**config.mk**
```make
export PLATFORM = sky130hd
export DESIGN_NAME = traffic_light_monitor
export DESIGN_NICKNAME = d
export VERILOG_FILES = /design/src/rtl/traffic_light_monitor.sv
export SDC_FILE = /design/constraint.sdc
export NUM_CORES = 1
export LEC_CHECK = 0
export ABC_AREA = 1
export BUFFER_PORTS_ARGS = -buffer_cell sky130_fd_sc_hd__buf_4
export CORE_ASPECT_RATIO = 1.25
export CORE_MARGIN = 1.5
export CORE_UTILIZATION = 44
export CTS_BUF_LIST = sky130_fd_sc_hd__clkbuf_2
export CTS_CLUSTER_DIAMETER = 40
export DETAILED_ROUTE_END_ITERATION = 8
export PLACE_DENSITY_LB_ADDON = 0.3
export SLEW_MARGIN = 10
export SYNTH_ARGS = -nofsm -noshare
export SYNTH_HDL_FRONTEND = slang
export SYNTH_SLANG_ARGS = --single-unit
```
**constraint.sdc**
```tcl
create_clock -name clk -period 2.1 [get_ports clk]
set_input_delay 0.525 -clock clk [delete_from_list [all_inputs] [get_ports clk]]
set_output_delay 0.525 -clock clk [all_outputs]
set_load 0.05 [all_outputs]
```
**src/rtl/traffic_light_monitor.sv**
```systemverilog
// traffic_light_monitor: independent conflict/sequence/timing monitor for the
// highway and side_road aspect buses. The first fault is latched with a code
// and an input snapshot, and flash_en commands flashing red until fault_clr.
// Optional macro TRAFFIC_MON_FAULT_CNT_EN adds a saturating fault_cnt output.
module traffic_light_monitor #(
  parameter int unsigned MIN_YELLOW = 3,
  parameter int unsigned MIN_CLEAR  = 1,
  parameter int unsigned MAX_STUCK  = 200,
  parameter int unsigned PERSIST    = 2,
  parameter int unsigned CNT_W      = 8
) (
  input  logic       clk,
  input  logic       rst,
  input  logic [2:0] highway,
  input  logic [2:0] side_road,
  input  logic       fault_clr,
  output logic       fault,
  output logic [2:0] fault_code,
  output logic       flash_en,
  output logic [2:0] snap_hw,
  output logic [2:0] snap_sr
`ifdef TRAFFIC_MON_FAULT_CNT_EN
  ,
  output logic [7:0] fault_cnt
`endif
);

  localparam int unsigned PER_W = 4;
  localparam logic [2:0] ASP_RED = 3'b100;
  localparam logic [2:0] ASP_YEL = 3'b010;
  localparam logic [2:0] ASP_GRN = 3'b001;

  typedef enum logic [1:0] {MON_INIT, MON_RUN, MON_FAULT} state_t;

  state_t           state;
  logic [2:0]       hw_q, sr_q, hw_p, sr_p;
  logic [CNT_W-1:0] yel_hw_cnt, yel_sr_cnt, clr_cnt, idle_cnt;
  logic [PER_W-1:0] inv_cnt, cnf_cnt;
  logic             inv_cond, cnf_cond, pair_ok, changed, both_red;
  logic [2:0]       hit_code;

  function automatic logic one_hot3(input logic [2:0] v);
    return (v == ASP_RED) || (v == ASP_YEL) || (v == ASP_GRN);
  endfunction

  // Both roads legal and at least one of them red.
  function automatic logic clean(input logic [2:0] h, input logic [2:0] s);
    return one_hot3(h) && one_hot3(s) && ((h == ASP_RED) || (s == ASP_RED));
  endfunction

  function automatic logic step_ok(input logic [2:0] p, input logic [2:0] q);
    return (p == q) ||
           ((p == ASP_GRN) && (q == ASP_YEL)) ||
           ((p == ASP_YEL) && (q == ASP_RED)) ||
           ((p == ASP_RED) && (q == ASP_GRN));
  endfunction

  // Evaluate all checks on the current sample; lowest code wins. Sequence and
  // timing checks only apply between two clean samples so that a short glitch
  // is left to the persistence filter instead of tripping a sequence fault.
  always_comb begin
    inv_cond = !one_hot3(hw_q) || !one_hot3(sr_q);
    cnf_cond = !inv_cond && (hw_q != ASP_RED) && (sr_q != ASP_RED);
    pair_ok  = clean(hw_q, sr_q) && clean(hw_p, sr_p);
    changed  = (hw_q != hw_p) || (sr_q != sr_p);
    both_red = (hw_q == ASP_RED) && (sr_q == ASP_RED);
    hit_code = 3'd0;
    if (inv_cond && (inv_cnt >= PER_W'(PERSIST - 1))) begin
      hit_code = 3'd1;
    end else if (cnf_cond && (cnf_cnt >= PER_W'(PERSIST - 1))) begin
      hit_code = 3'd2;
    end else if (pair_ok && (!step_ok(hw_p, hw_q) || !step_ok(sr_p, sr_q))) begin
      hit_code = 3'd3;
    end else if (pair_ok &&
                 (((hw_p == ASP_YEL) && (hw_q != ASP_YEL) && (yel_hw_cnt < CNT_W'(MIN_YELLOW))) ||
                  ((sr_p == ASP_YEL) && (sr_q != ASP_YEL) && (yel_sr_cnt < CNT_W'(MIN_YELLOW))))) begin
      hit_code = 3'd4;
    end else if (pair_ok &&
                 (((hw_p == ASP_RED) && (hw_q == ASP_GRN)) ||
                  ((sr_p == ASP_RED) && (sr_q == ASP_GRN))) &&
                 (clr_cnt < CNT_W'(MIN_CLEAR))) begin
      hit_code = 3'd5;
    end else if (!changed && (idle_cnt >= CNT_W'(MAX_STUCK - 1))) begin
      hit_code = 3'd6;
    end
  end

  // Sample history, monitor FSM, timing counters and latched fault outputs.
  always_ff @(posedge clk) begin
    if (rst) begin
      state      <= MON_INIT;
      hw_q       <= '0;
      sr_q       <= '0;
      hw_p       <= '0;
      sr_p       <= '0;
      yel_hw_cnt <= '0;
      yel_sr_cnt <= '0;
      clr_cnt    <= '0;
      idle_cnt   <= '0;
      inv_cnt    <= '0;
      cnf_cnt    <= '0;
      fault      <= 1'b0;
      flash_en   <= 1'b0;
      fault_code <= 3'd0;
      snap_hw    <= 3'd0;
      snap_sr    <= 3'd0;
`ifdef TRAFFIC_MON_FAULT_CNT_EN
      fault_cnt  <= 8'd0;
`endif
    end else begin
      hw_q <= highway;
      sr_q <= side_road;
      hw_p <= hw_q;
      sr_p <= sr_q;
      case (state)
        MON_INIT: begin
          yel_hw_cnt <= '0;
          yel_sr_cnt <= '0;
          clr_cnt    <= '0;
          idle_cnt   <= '0;
          inv_cnt    <= '0;
          cnf_cnt    <= '0;
          if (clean(hw_q, sr_q)) begin
            state <= MON_RUN;
          end
        end
        MON_RUN: begin
          if (hit_code != 3'd0) begin
            state      <= MON_FAULT;
            fault      <= 1'b1;
            flash_en   <= 1'b1;
            fault_code <= hit_code;
            snap_hw    <= hw_q;
            snap_sr    <= sr_q;
`ifdef TRAFFIC_MON_FAULT_CNT_EN
            fault_cnt  <= (&fault_cnt) ? fault_cnt : fault_cnt + 8'd1;
`endif
          end else begin
            yel_hw_cnt <= (hw_q != ASP_YEL) ? '0 :
                          ((&yel_hw_cnt) ? yel_hw_cnt : yel_hw_cnt + CNT_W'(1));
            yel_sr_cnt <= (sr_q != ASP_YEL) ? '0 :
                          ((&yel_sr_cnt) ? yel_sr_cnt : yel_sr_cnt + CNT_W'(1));
            clr_cnt    <= !both_red ? '0 :
                          ((&clr_cnt) ? clr_cnt : clr_cnt + CNT_W'(1));
            idle_cnt   <= changed ? '0 :
                          ((idle_cnt >= CNT_W'(MAX_STUCK)) ? idle_cnt : idle_cnt + CNT_W'(1));
            inv_cnt    <= !inv_cond ? '0 :
                          ((&inv_cnt) ? inv_cnt : inv_cnt + PER_W'(1));
            cnf_cnt    <= !cnf_cond ? '0 :
                          ((&cnf_cnt) ? cnf_cnt : cnf_cnt + PER_W'(1));
          end
        end
        MON_FAULT: begin
          if (fault_clr) begin
            state      <= MON_INIT;
            fault      <= 1'b0;
            flash_en   <= 1'b0;
            fault_code <= 3'd0;
            snap_hw    <= 3'd0;
            snap_sr    <= 3'd0;
          end
        end
        default: state <= MON_INIT;
      endcase
    end
  end

endmodule

```
# Word level (Yosys, flattened, before mapping)
# Cells that the tools add are included.
# classes
n_addsub	6
mux	44
eq_ne	32
n_lt_le_gt_ge	7
n_reduce_logical	69
# op_table
operator	n
$mux 8	12
$pmux 8 s2	4
$add 8x1->8 const B	4
$mux 3	10
$logic_and 1x1->1	25
$mux 4	6
$ne 3x3->1 const B	8
$reduce_and 3->1	8
$reduce_and 8->1	3
$logic_or 1x1->1	21
$pmux 3 s2	3
$ge 8x8->1 const B	2
$lt 8x2->1 const B	2
$pmux 4 s2	2
$eq 3x1->1 const B	4
$eq 3x2->1 const B	4
$eq 3x3->1 const B	4
$add 4x1->4 const B	2
$ge 4x1->1 const B	2
$lt 8x1->1 const B	1
$ne 2x2->1 const B	4
$reduce_and 4->1	2
$eq 3x3->1	2
$logic_not 1->1	6
other kinds (11)	17
# word_totals
wordCells	173
regBits	64
output_inout_bits	11
input_bits	9

# Depth between registers and ports, before layout
# Gate-level depths: netlist of run 1.
# depth
ltp_word	16
depth_mapped	16
depth_no_buf	16

# Worst setup path before layout of run 1
# Ideal clock, no wire load.
# synth_timing
path_type	flip-flop to flip-flop
start	register yel_hw_cnt[0]
end	register yel_hw_cnt[0]
setup_time_ps	132
arrival_ps	1696
period_less_slack_ps	1828
stages_incl_launch_ff	17
required_ps	1968
setup_slack_ps	272
path_buffers	1
path_cell_list	dfxtp_1 ha_1 nor2_1 nand3_1 nor2_1 nand2_1 nand2_1 inv_1 nand3_1 nand2_1 nor2_2 nand2_4 nand2_8 buf_6 nand2_4 nand2_1 a21oi_1
# synth_between
elab_chain_len	11
elab_cells_between_ends	18
classes_between	add/sub (1); order compare (1); eq/ne (2); mux (8); reduce/logical (6)
# synth_rtl
element	line	text
start, declared	37	logic [CNT_W-1:0] yel_hw_cnt, yel_sr_cnt, clr_cnt, idle_cnt;
start signal, assigned	139	yel_hw_cnt <= (hw_q != ASP_YEL) ? '0 :
$lt 8x2->1	75	(((hw_p == ASP_YEL) && (hw_q != ASP_YEL) && (yel_hw_cnt < CNT_W'(MIN_YELLOW))) ||
$logic_and 1x1->1	75	
$logic_or 1x1->1	75	
$logic_and 1x1->1	74	end else if (pair_ok &&
$mux 3	74	
$mux 3	72	end else if (pair_ok && (!step_ok(hw_p, hw_q) || !step_ok(sr_p, sr_q))) begin
$mux 3	70	end else if (cnf_cond && (cnf_cnt >= PER_W'(PERSIST - 1))) begin
$mux 3	68	if (inv_cond && (inv_cnt >= PER_W'(PERSIST - 1))) begin
$reduce_bool 3->1	128	if (hit_code != 3'd0) begin
$ne 2x2->1 (no line)	n/a	
$reduce_and 3->1 (no line)	n/a	
# Several ways; a longest one is shown, not always the timed one. The select of a mux whose other input is x is not followed.
# A chain may end at the register's enable or synchronous reset.

# Worst setup path after layout of run 1
# layout_timing
start	register yel_sr_cnt[0]
end	register yel_hw_cnt[2]
# layout_between
elab_chain_len	11
# layout_rtl
element	line	text
start, declared	37	
start signal, assigned	141	yel_sr_cnt <= (sr_q != ASP_YEL) ? '0 :
$lt 8x2->1	76	((sr_p == ASP_YEL) && (sr_q != ASP_YEL) && (yel_sr_cnt < CNT_W'(MIN_YELLOW))))) begin
$logic_and 1x1->1	76	
$logic_or 1x1->1	75	
$logic_and 1x1->1	74	
$mux 3	74	
$mux 3	72	
$mux 3	70	
$mux 3	68	
$reduce_bool 3->1	128	
$ne 2x2->1 (no line)	n/a	
$reduce_and 3->1 (no line)	n/a	
# No other way between the ends.

==> results of run 1 <==
-- registers in the layout, indices dropped and copies added (netlist names) --
name / cells
yel_hw_cnt: 8
clr_cnt: 8
idle_cnt: 8
flash_en: 1
snap_sr: 3
sr_p: 3
cnf_cnt: 4
inv_cnt: 4
yel_sr_cnt: 8
state: 2
hw_p: 3
fault_code: 3
sr_q: 3
hw_q: 3
snap_hw: 3
-- critical path: stages, from the launching register on --
cell	delay, ns
sky130_fd_sc_hd__dfxtp_4	0.41
sky130_fd_sc_hd__ha_4	0.17
sky130_fd_sc_hd__nor2_4	0.12
sky130_fd_sc_hd__nand3_2	0.08
sky130_fd_sc_hd__nor2_2	0.14
sky130_fd_sc_hd__nand2_2	0.08
sky130_fd_sc_hd__nand2_2	0.09
sky130_fd_sc_hd__inv_2	0.04
sky130_fd_sc_hd__nand3_2	0.06
sky130_fd_sc_hd__nand2_2	0.07
sky130_fd_sc_hd__nor2_4	0.13
sky130_fd_sc_hd__nand2_4	0.09
sky130_fd_sc_hd__nand2_8	0.11
sky130_fd_sc_hd__buf_12	0.13
sky130_fd_sc_hd__nand2_8	0.08
sky130_fd_sc_hd__nand2_2	0.09
sky130_fd_sc_hd__a21oi_1	0.07
-- power breakdown --
| part | switching, uW | internal, uW |
|---|---|---|
| Combinational | 113 | 61.7 |
| Sequential | 16.3 | 1230 |
| Clock | 515 | 405 |
-- worst paths after layout --
kind / to / start / cells after the start / slack [ns]
worst max-delay path: yel_hw_cnt[2]$_SDFFE_PP0P_ / yel_sr_cnt[0]$_SDFFE_PP0P_ / 16 / 0.02
worst min-delay path: hw_q[2]$_SDFF_PP0_ / highway[2] / 3 / 0.15
worst max register to register: yel_hw_cnt[2]$_SDFFE_PP0P_ / yel_sr_cnt[0]$_SDFFE_PP0P_ / 16 / 0.02
worst min register to register: cnf_cnt[3]$_SDFFE_PP0P_ / cnf_cnt[3]$_SDFFE_PP0P_ / 2 / 0.44
-- cells in the mapped netlist --
master / n
sky130_fd_sc_hd__nor3_1: 29
sky130_fd_sc_hd__a41oi_1: 1
sky130_fd_sc_hd__xnor2_1: 8
sky130_fd_sc_hd__nor2_2: 2
sky130_fd_sc_hd__clkbuf_1: 12
sky130_fd_sc_hd__nand2_4: 2
sky130_fd_sc_hd__or2_1: 1
sky130_fd_sc_hd__and2_1: 1
sky130_fd_sc_hd__a31oi_1: 1
sky130_fd_sc_hd__or2_2: 1
sky130_fd_sc_hd__o21ai_1: 6
sky130_fd_sc_hd__nand3_2: 4
sky130_fd_sc_hd__nor2_4: 2
sky130_fd_sc_hd__or2_0: 1
sky130_fd_sc_hd__and3_1: 2
sky130_fd_sc_hd__buf_2: 1
sky130_fd_sc_hd__a21oi_1: 44
sky130_fd_sc_hd__buf_6: 5
sky130_fd_sc_hd__nand3_4: 1
sky130_fd_sc_hd__a41o_1: 1
sky130_fd_sc_hd__nand2_1: 103
sky130_fd_sc_hd__nand2_2: 3
sky130_fd_sc_hd__nand3b_1: 1
sky130_fd_sc_hd__buf_4: 2
sky130_fd_sc_hd__ha_1: 12
sky130_fd_sc_hd__inv_4: 1
sky130_fd_sc_hd__o41ai_2: 1
sky130_fd_sc_hd__nor3b_1: 3
sky130_fd_sc_hd__o21ai_0: 2
sky130_fd_sc_hd__inv_2: 4
sky130_fd_sc_hd__nand4_1: 6
sky130_fd_sc_hd__nand2_8: 1
sky130_fd_sc_hd__nand3_1: 72
sky130_fd_sc_hd__nor4_1: 6
sky130_fd_sc_hd__xor2_1: 19
sky130_fd_sc_hd__dfxtp_1: 64
sky130_fd_sc_hd__inv_1: 58
sky130_fd_sc_hd__buf_1: 1
sky130_fd_sc_hd__clkinv_1: 3
sky130_fd_sc_hd__nor2_1: 56
-- per-stage QoR --
step	setup TNS [ns]	setup slack, ns	hold WS [ns]	utilization (%)
after detailed placement	-0.1401	-0.02376	0.4241	48.63
after global placement	-0.02221	-0.02221	0.4300	48.63
after floorplan	0	0.2717	0.4117	-
after global routing	-1.948	-0.08440	0.1314	54.22
after CTS	0	0.01043	0.1270	50.64
final	0	0.01609	0.1525	54.22
-- layout make-up --
class	count	area [sq um]	area share [%]
Multi-Input combinational cell	393	2306	51.61
Sequential cell	64	1303	29.15
Timing Repair Buffer	39	341.6	7.645
Inverter	66	250.2	5.601
Tap cell	97	121.4	2.716
Clock inverter	7	101.3	2.268
Clock buffer	9	45.04	1.008
-- kinds of logic (layout without fill, tap and decap cells) --
logic type      count (synthesis)  in the layout  synth area share (%)
compound gates                 56             56                 8.055
xor+xnor                       27             27                 6.317
fa+ha+maj                      12             12                 4.011
buf+inv                        87            121                 10.03
flops                          64             64                 34.22
simple gates                  297            298                 37.37
-- layer usage --
metal  vias up  track usage, %  routed length [um]
met5         -               0                   0
met4         0           10.48                 205
met3        14           2.950                 179
met2        36           34.65                4485
met1      1589           23.36                3897
li1       1835               -                   -
-- what timing repair did --
| item | CTS | global route |
|---|---|---|
| setup endpoints to repair | 49 | 52 |
| pin swaps | 0 | 19 |
| setup buffers | 1 | 3 |
| cloned | 0 | 2 |
| gates resized for setup | 4 | 67 |
==> metrics, run 1 <==
overall power 2338 uW; Port Buffers 19; CP Data Required Time ~2.6 ns; total clock buffers created by CTS 9; post-detailed-placement half-perimeter wirelength about 6.0 mm; count of inserted antenna diode cells 0; Clock Latency Late Sink roughly 0.56 ns; Final setup violation count 0; maximum achievable frequency between 400 and 500 MHz; run status finished clean; worst slew margin relative to its limit 55.67%; worst-case vdd ir drop between 0.0004 and 0.0005 V; Post-Syn Nets 564; total count of hold-check failures in the final report 0; core area just over 8000 sq um; total standard cell area after synthesis ~3700 sq um; routed via count divided by cell count 5.147; nets@finish 594; overall routed net length a little under 9 mm; floorplan die height around 110 um; area share of the largest cell type after synthesis around 34%; number of fillers in the final layout 780; Root Buffer sky130_fd_sc_hd__clkbuf_2; post-placement cell area around 4000 sq um; number of max-capacitance violations reported 0; clock buffer depth 2; Final period util between 90 and 100%; Synth-to-Final Area Change 19.35%; die area around 9100 sq um; number of antenna violations at the first check in global routing 0; # IOs 20; final instance area about 4500 sq um; unrepaired setup endpoints after global routing yes; Pwr per Cell Area about 520 nW/um^2; type of destination of the critical path flip-flop; Leakage between 0.0015 and 0.002 uW; post-synthesis cell count 543; Warnings, synthesis 0; Max FO, Critical Path 8; commonest cells after routing, fill and taps aside 88 x sky130_fd_sc_hd__nand2_1, 64 x sky130_fd_sc_hd__nand3_1, 56 x sky130_fd_sc_hd__inv_1; average wire per cell in the routed design 12.99 um; via count between 3000 and 4000; flop and latch count out of synthesis 64; largest net degree at the start of global routing 32; post-synth top area cell sky130_fd_sc_hd__dfxtp_1; worst hold path class input pin to flip-flop; number of nets with antenna violations after routing 0; post-layout instance count excluding filler cells around 680; Worst Setup Start Kind flip-flop; commonest non-fill, non-tap cell in the layout sky130_fd_sc_hd__nand2_1; Clock H-tree levels 3; number of max-slew violations in the final report 0; number of hold-repair buffers added at the cts stage 0; overall die width between 80 and 90 um; share of final-layout standard cells stronger than drive strength 1 22.32%; sum of overflow across all layers after global routing 0; TritonCTS clock tree yes; via count of the first global-routing pass 3374; CP Data Arrival Time 2.53 ns; Placer Congestion ~0.9; synthesized area per cell 6.894 sq um; first-pass GRT wire length between 10 and 15 mm; GRT Total Usage about a fifth; number of different library cells in the post-synthesis netlist 40; portion of the post-synthesis area used by sequential elements between 30% and 40%; measured slew at the worst slew-check pin 0.6650 ns; standard-cell rows 37; First DRT Iteration DRCs approximately 210; worst setup skew after layout between 0.04 and 0.05 ns; initial standard-cell utilization of the core a little under half; detailed-route DRC error count 0; clock transition at the registers of the reported paths ~0.22 ns; detailed-router iteration count before antenna repair 4; path type of the worst setup path flip-flop to flip-flop; leading post-synthesis cells by cell area sky130_fd_sc_hd__dfxtp_1 34%, sky130_fd_sc_hd__nand2_1 10%, sky130_fd_sc_hd__nand3_1 9.6%, sky130_fd_sc_hd__a21oi_1 5.9%, sky130_fd_sc_hd__inv_1 5.8%; post-layout min period 2.084 ns; CTS sink count 64; # placed instances between 600 and 700
No activity file was read; power rests on OpenSTA's default activity.
==> run 2: changes to the inputs <==
--- a/config.mk
+++ b/config.mk
@@ -7,6 +7,7 @@
 export LEC_CHECK = 0
 export ABC_AREA = 1
 export BUFFER_PORTS_ARGS = -buffer_cell sky130_fd_sc_hd__buf_4
+export CAP_MARGIN = 10
 export CORE_ASPECT_RATIO = 1.25
 export CORE_MARGIN = 1.5
 export CORE_UTILIZATION = 44
@@ -14,6 +15,7 @@
 export CTS_CLUSTER_DIAMETER = 40
 export DETAILED_ROUTE_END_ITERATION = 8
 export PLACE_DENSITY_LB_ADDON = 0.3
+export SETUP_SLACK_MARGIN = 0.15
 export SLEW_MARGIN = 10
 export SYNTH_ARGS = -nofsm -noshare
 export SYNTH_HDL_FRONTEND = slang
==> constraint.sdc (replaced) <==
create_clock -name clk -period 1.8 [get_ports clk]
set_input_delay 0.45 -clock clk [delete_from_list [all_inputs] [get_ports clk]]
set_output_delay 0.45 -clock clk [all_outputs]
set_load 0.05 [all_outputs]
==> metrics, run 2 (same netlist as run 1, synthesis figures left out) <==
run status complete, but fails checks; violations in the final reports setup timing; worst hold path class input pin to flip-flop; via count 3825 (+10%); standard-cell rows 37 (unchanged); worst-case vdd ir drop 0.0004551 V (-6.4%); via count of the first global-routing pass 3599 (+6.7%); number of antenna violations at the first check in global routing 1 (+1); crit path cell chain ha_4 -> nor2_4 -> nand3_2 -> nor2_1 -> nand2_1 -> nand2_1 -> inv_1 -> nand3_1 -> nand2_1 -> nor2_2 -> nand2_4 -> nand2_8 -> buf_12 -> nand3_1 -> a21oi_1; commonest cells after routing, fill and taps aside 87 x sky130_fd_sc_hd__buf_4, 84 x sky130_fd_sc_hd__nand2_1, 57 x sky130_fd_sc_hd__inv_1; first-pass GRT wire length 15.55 mm (+6.9%); Final setup violation count 52 (+52); routed via count divided by cell count 5.211 (+1.3%); unrepaired setup endpoints after global routing yes; CTS sink count 64 (unchanged); Leakage 0.002178 uW (+20%); measured slew at the worst slew-check pin 0.6974 ns (+0.03239 ns); nets@finish 653 (+9.9%); path type of the worst setup path flip-flop to flip-flop; sum of overflow across all layers after global routing 0 (unchanged); minimum setup slack in the final design -0.2493 ns (-0.2654 ns); type of destination of the critical path flip-flop; Pwr per Cell Area 520.1 nW/um^2 (-0.60%); largest net degree at the start of global routing 32 (unchanged); Port Buffers 19 (unchanged); commonest non-fill, non-tap cell in the layout sky130_fd_sc_hd__buf_4; floorplan die height 106.1 um (unchanged); post-layout min period 2.049 ns (-0.03457 ns); cell repeated most along the worst path sky130_fd_sc_hd__nand2_1; Clock H-tree levels 3 (unchanged); Placer Congestion 0.8874 (+0.89%); total count of hold-check failures in the final report 0 (unchanged); Worst Setup Start Kind flip-flop; share of final-layout standard cells stronger than drive strength 1 36.16% (+14 points); Final period util 113.9% (+15 points); worst setup skew after layout 0.02318 ns (-0.02155 ns); overall routed net length 9.758 mm (+11%); Synth-to-Final Area Change 38.10%; Clock Latency Late Sink 0.55 ns (about the same); average wire per cell in the routed design 13.29 um (+2.4%); utilization after layout 62.74% (+8.5 points); total clock buffers created by CTS 9 (unchanged); # IOs 20 (unchanged); initial standard-cell utilization of the core 45.43% (unchanged); number of fillers in the final layout 696 (-11%); core area 8240 sq um (unchanged); Slowest-stage cell, CP sky130_fd_sc_hd__dfxtp_2; die area 9074 sq um (unchanged); Root Buffer sky130_fd_sc_hd__clkbuf_2; overall die width 85.50 um (unchanged); number of max-capacitance violations reported 0 (unchanged); GRT Total Usage 21.65% (+1.7 points); delay contributed by the slowest stage of the critical path 0.37 ns (-0.04 ns); CP Data Arrival Time 2.52 ns (about the same); clock transition at the registers of the reported paths 0.18 ns (-0.04 ns); overall power 2689 uW (+15%); worst slew margin relative to its limit 53.46% (-2.2 points); Max FO, Critical Path 7 (-1); number of max-slew violations in the final report 0 (unchanged); First DRT Iteration DRCs 172 (-20%); TritonCTS clock tree yes; post-detailed-placement half-perimeter wirelength 6.529 mm (+8.8%); detailed-route DRC error count 0 (unchanged); Buffers & Inverters on Critical Path 2 (unchanged); number of hold-repair buffers added at the cts stage 0 (unchanged); clock buffer depth 2 (unchanged); number of nets with antenna violations after routing 0 (unchanged); CP delay by family, top simple AND/OR/NAND/NOR gates; CP Data Required Time 2.27 ns (-0.28 ns); maximum achievable frequency 488.0 MHz (+1.7%); detailed-router iteration count before antenna repair 6 (+2)
[run 2: where the power goes]
group          switching, uW  total, uW  leakage [uW]  internal, uW
clock network            531        978     0.0000769           447
registers               18.7       1450      0.000524          1430
logic                    149        258       0.00158           109
[run 2: timing repair]
item,in CTS,in global routing
buffers inserted,2,5
setup endpoints to repair,52,52
pin swaps,6,44
gates resized for setup,42,68
gates cloned,3,2
[run 2: cell type report]
| class | count | area, sq um | area share, % |
|---|---|---|---|
| multi-input combinational | 394 | 2541 | 49.15 |
| sequential | 64 | 1303 | 25.19 |
| timing repair buffer | 97 | 827.0 | 16.00 |
| inverter | 66 | 252.7 | 4.889 |
| tap | 97 | 121.4 | 2.348 |
| clock inverter | 5 | 72.57 | 1.404 |
| clock buffer | 10 | 50.05 | 0.9681 |
| antenna | 1 | 2.502 | 0.04840 |
[run 2: tightest hold or removal path: cells and delay by family]
family,cells,cell delay [ns]
buffers and inverters,2,0.14
AND/OR/NAND/NOR,1,0.03
[run 2: stage by stage]
| stage | TNS [ns] | hold WS [ns] | std cells | setup slack [ns] | area [sq um] |
|---|---|---|---|---|---|
| after detailed placement | -11.01 | 0.4359 | 706 | -0.2741 | 4482 |
| after global routing | -14.72 | 0.05604 | 734 | -0.3345 | 5170 |
| after CTS | -5.959 | 0.06353 | 726 | -0.1769 | 4808 |
| final | -9.514 | 0.09156 | 734 | -0.2493 | 5170 |
| after floorplan | -0.01652 | 0.4115 | 543 | -0.003787 | 3802 |
| after global placement | -8.330 | 0.4290 | 706 | -0.2321 | 4482 |
[run 2: metal layers]
metal	routed length, um	GRT usage [%]	share of wire [%]	vias up
met5	0	0	0	-
met4	311	10.83	3.2	0
met3	368	4.658	3.8	28
met2	5014	37.40	51	88
met1	4062	24.96	42	1755
li1	-	-	-	1954
[run 2: worst paths after layout]
check	startpoint	end	slack [ns]	cells after the start
worst max-delay path	yel_hw_cnt[1]$_SDFFE_PP0P_	yel_hw_cnt[4]$_SDFFE_PP0P_	-0.25	15
worst min-delay path	side_road[1]	sr_q[1]$_SDFF_PP0_	0.09	3
worst max register to register	yel_hw_cnt[1]$_SDFFE_PP0P_	yel_hw_cnt[4]$_SDFFE_PP0P_	-0.25	15
worst min register to register	cnf_cnt[3]$_SDFFE_PP0P_	cnf_cnt[3]$_SDFFE_PP0P_	0.45	2
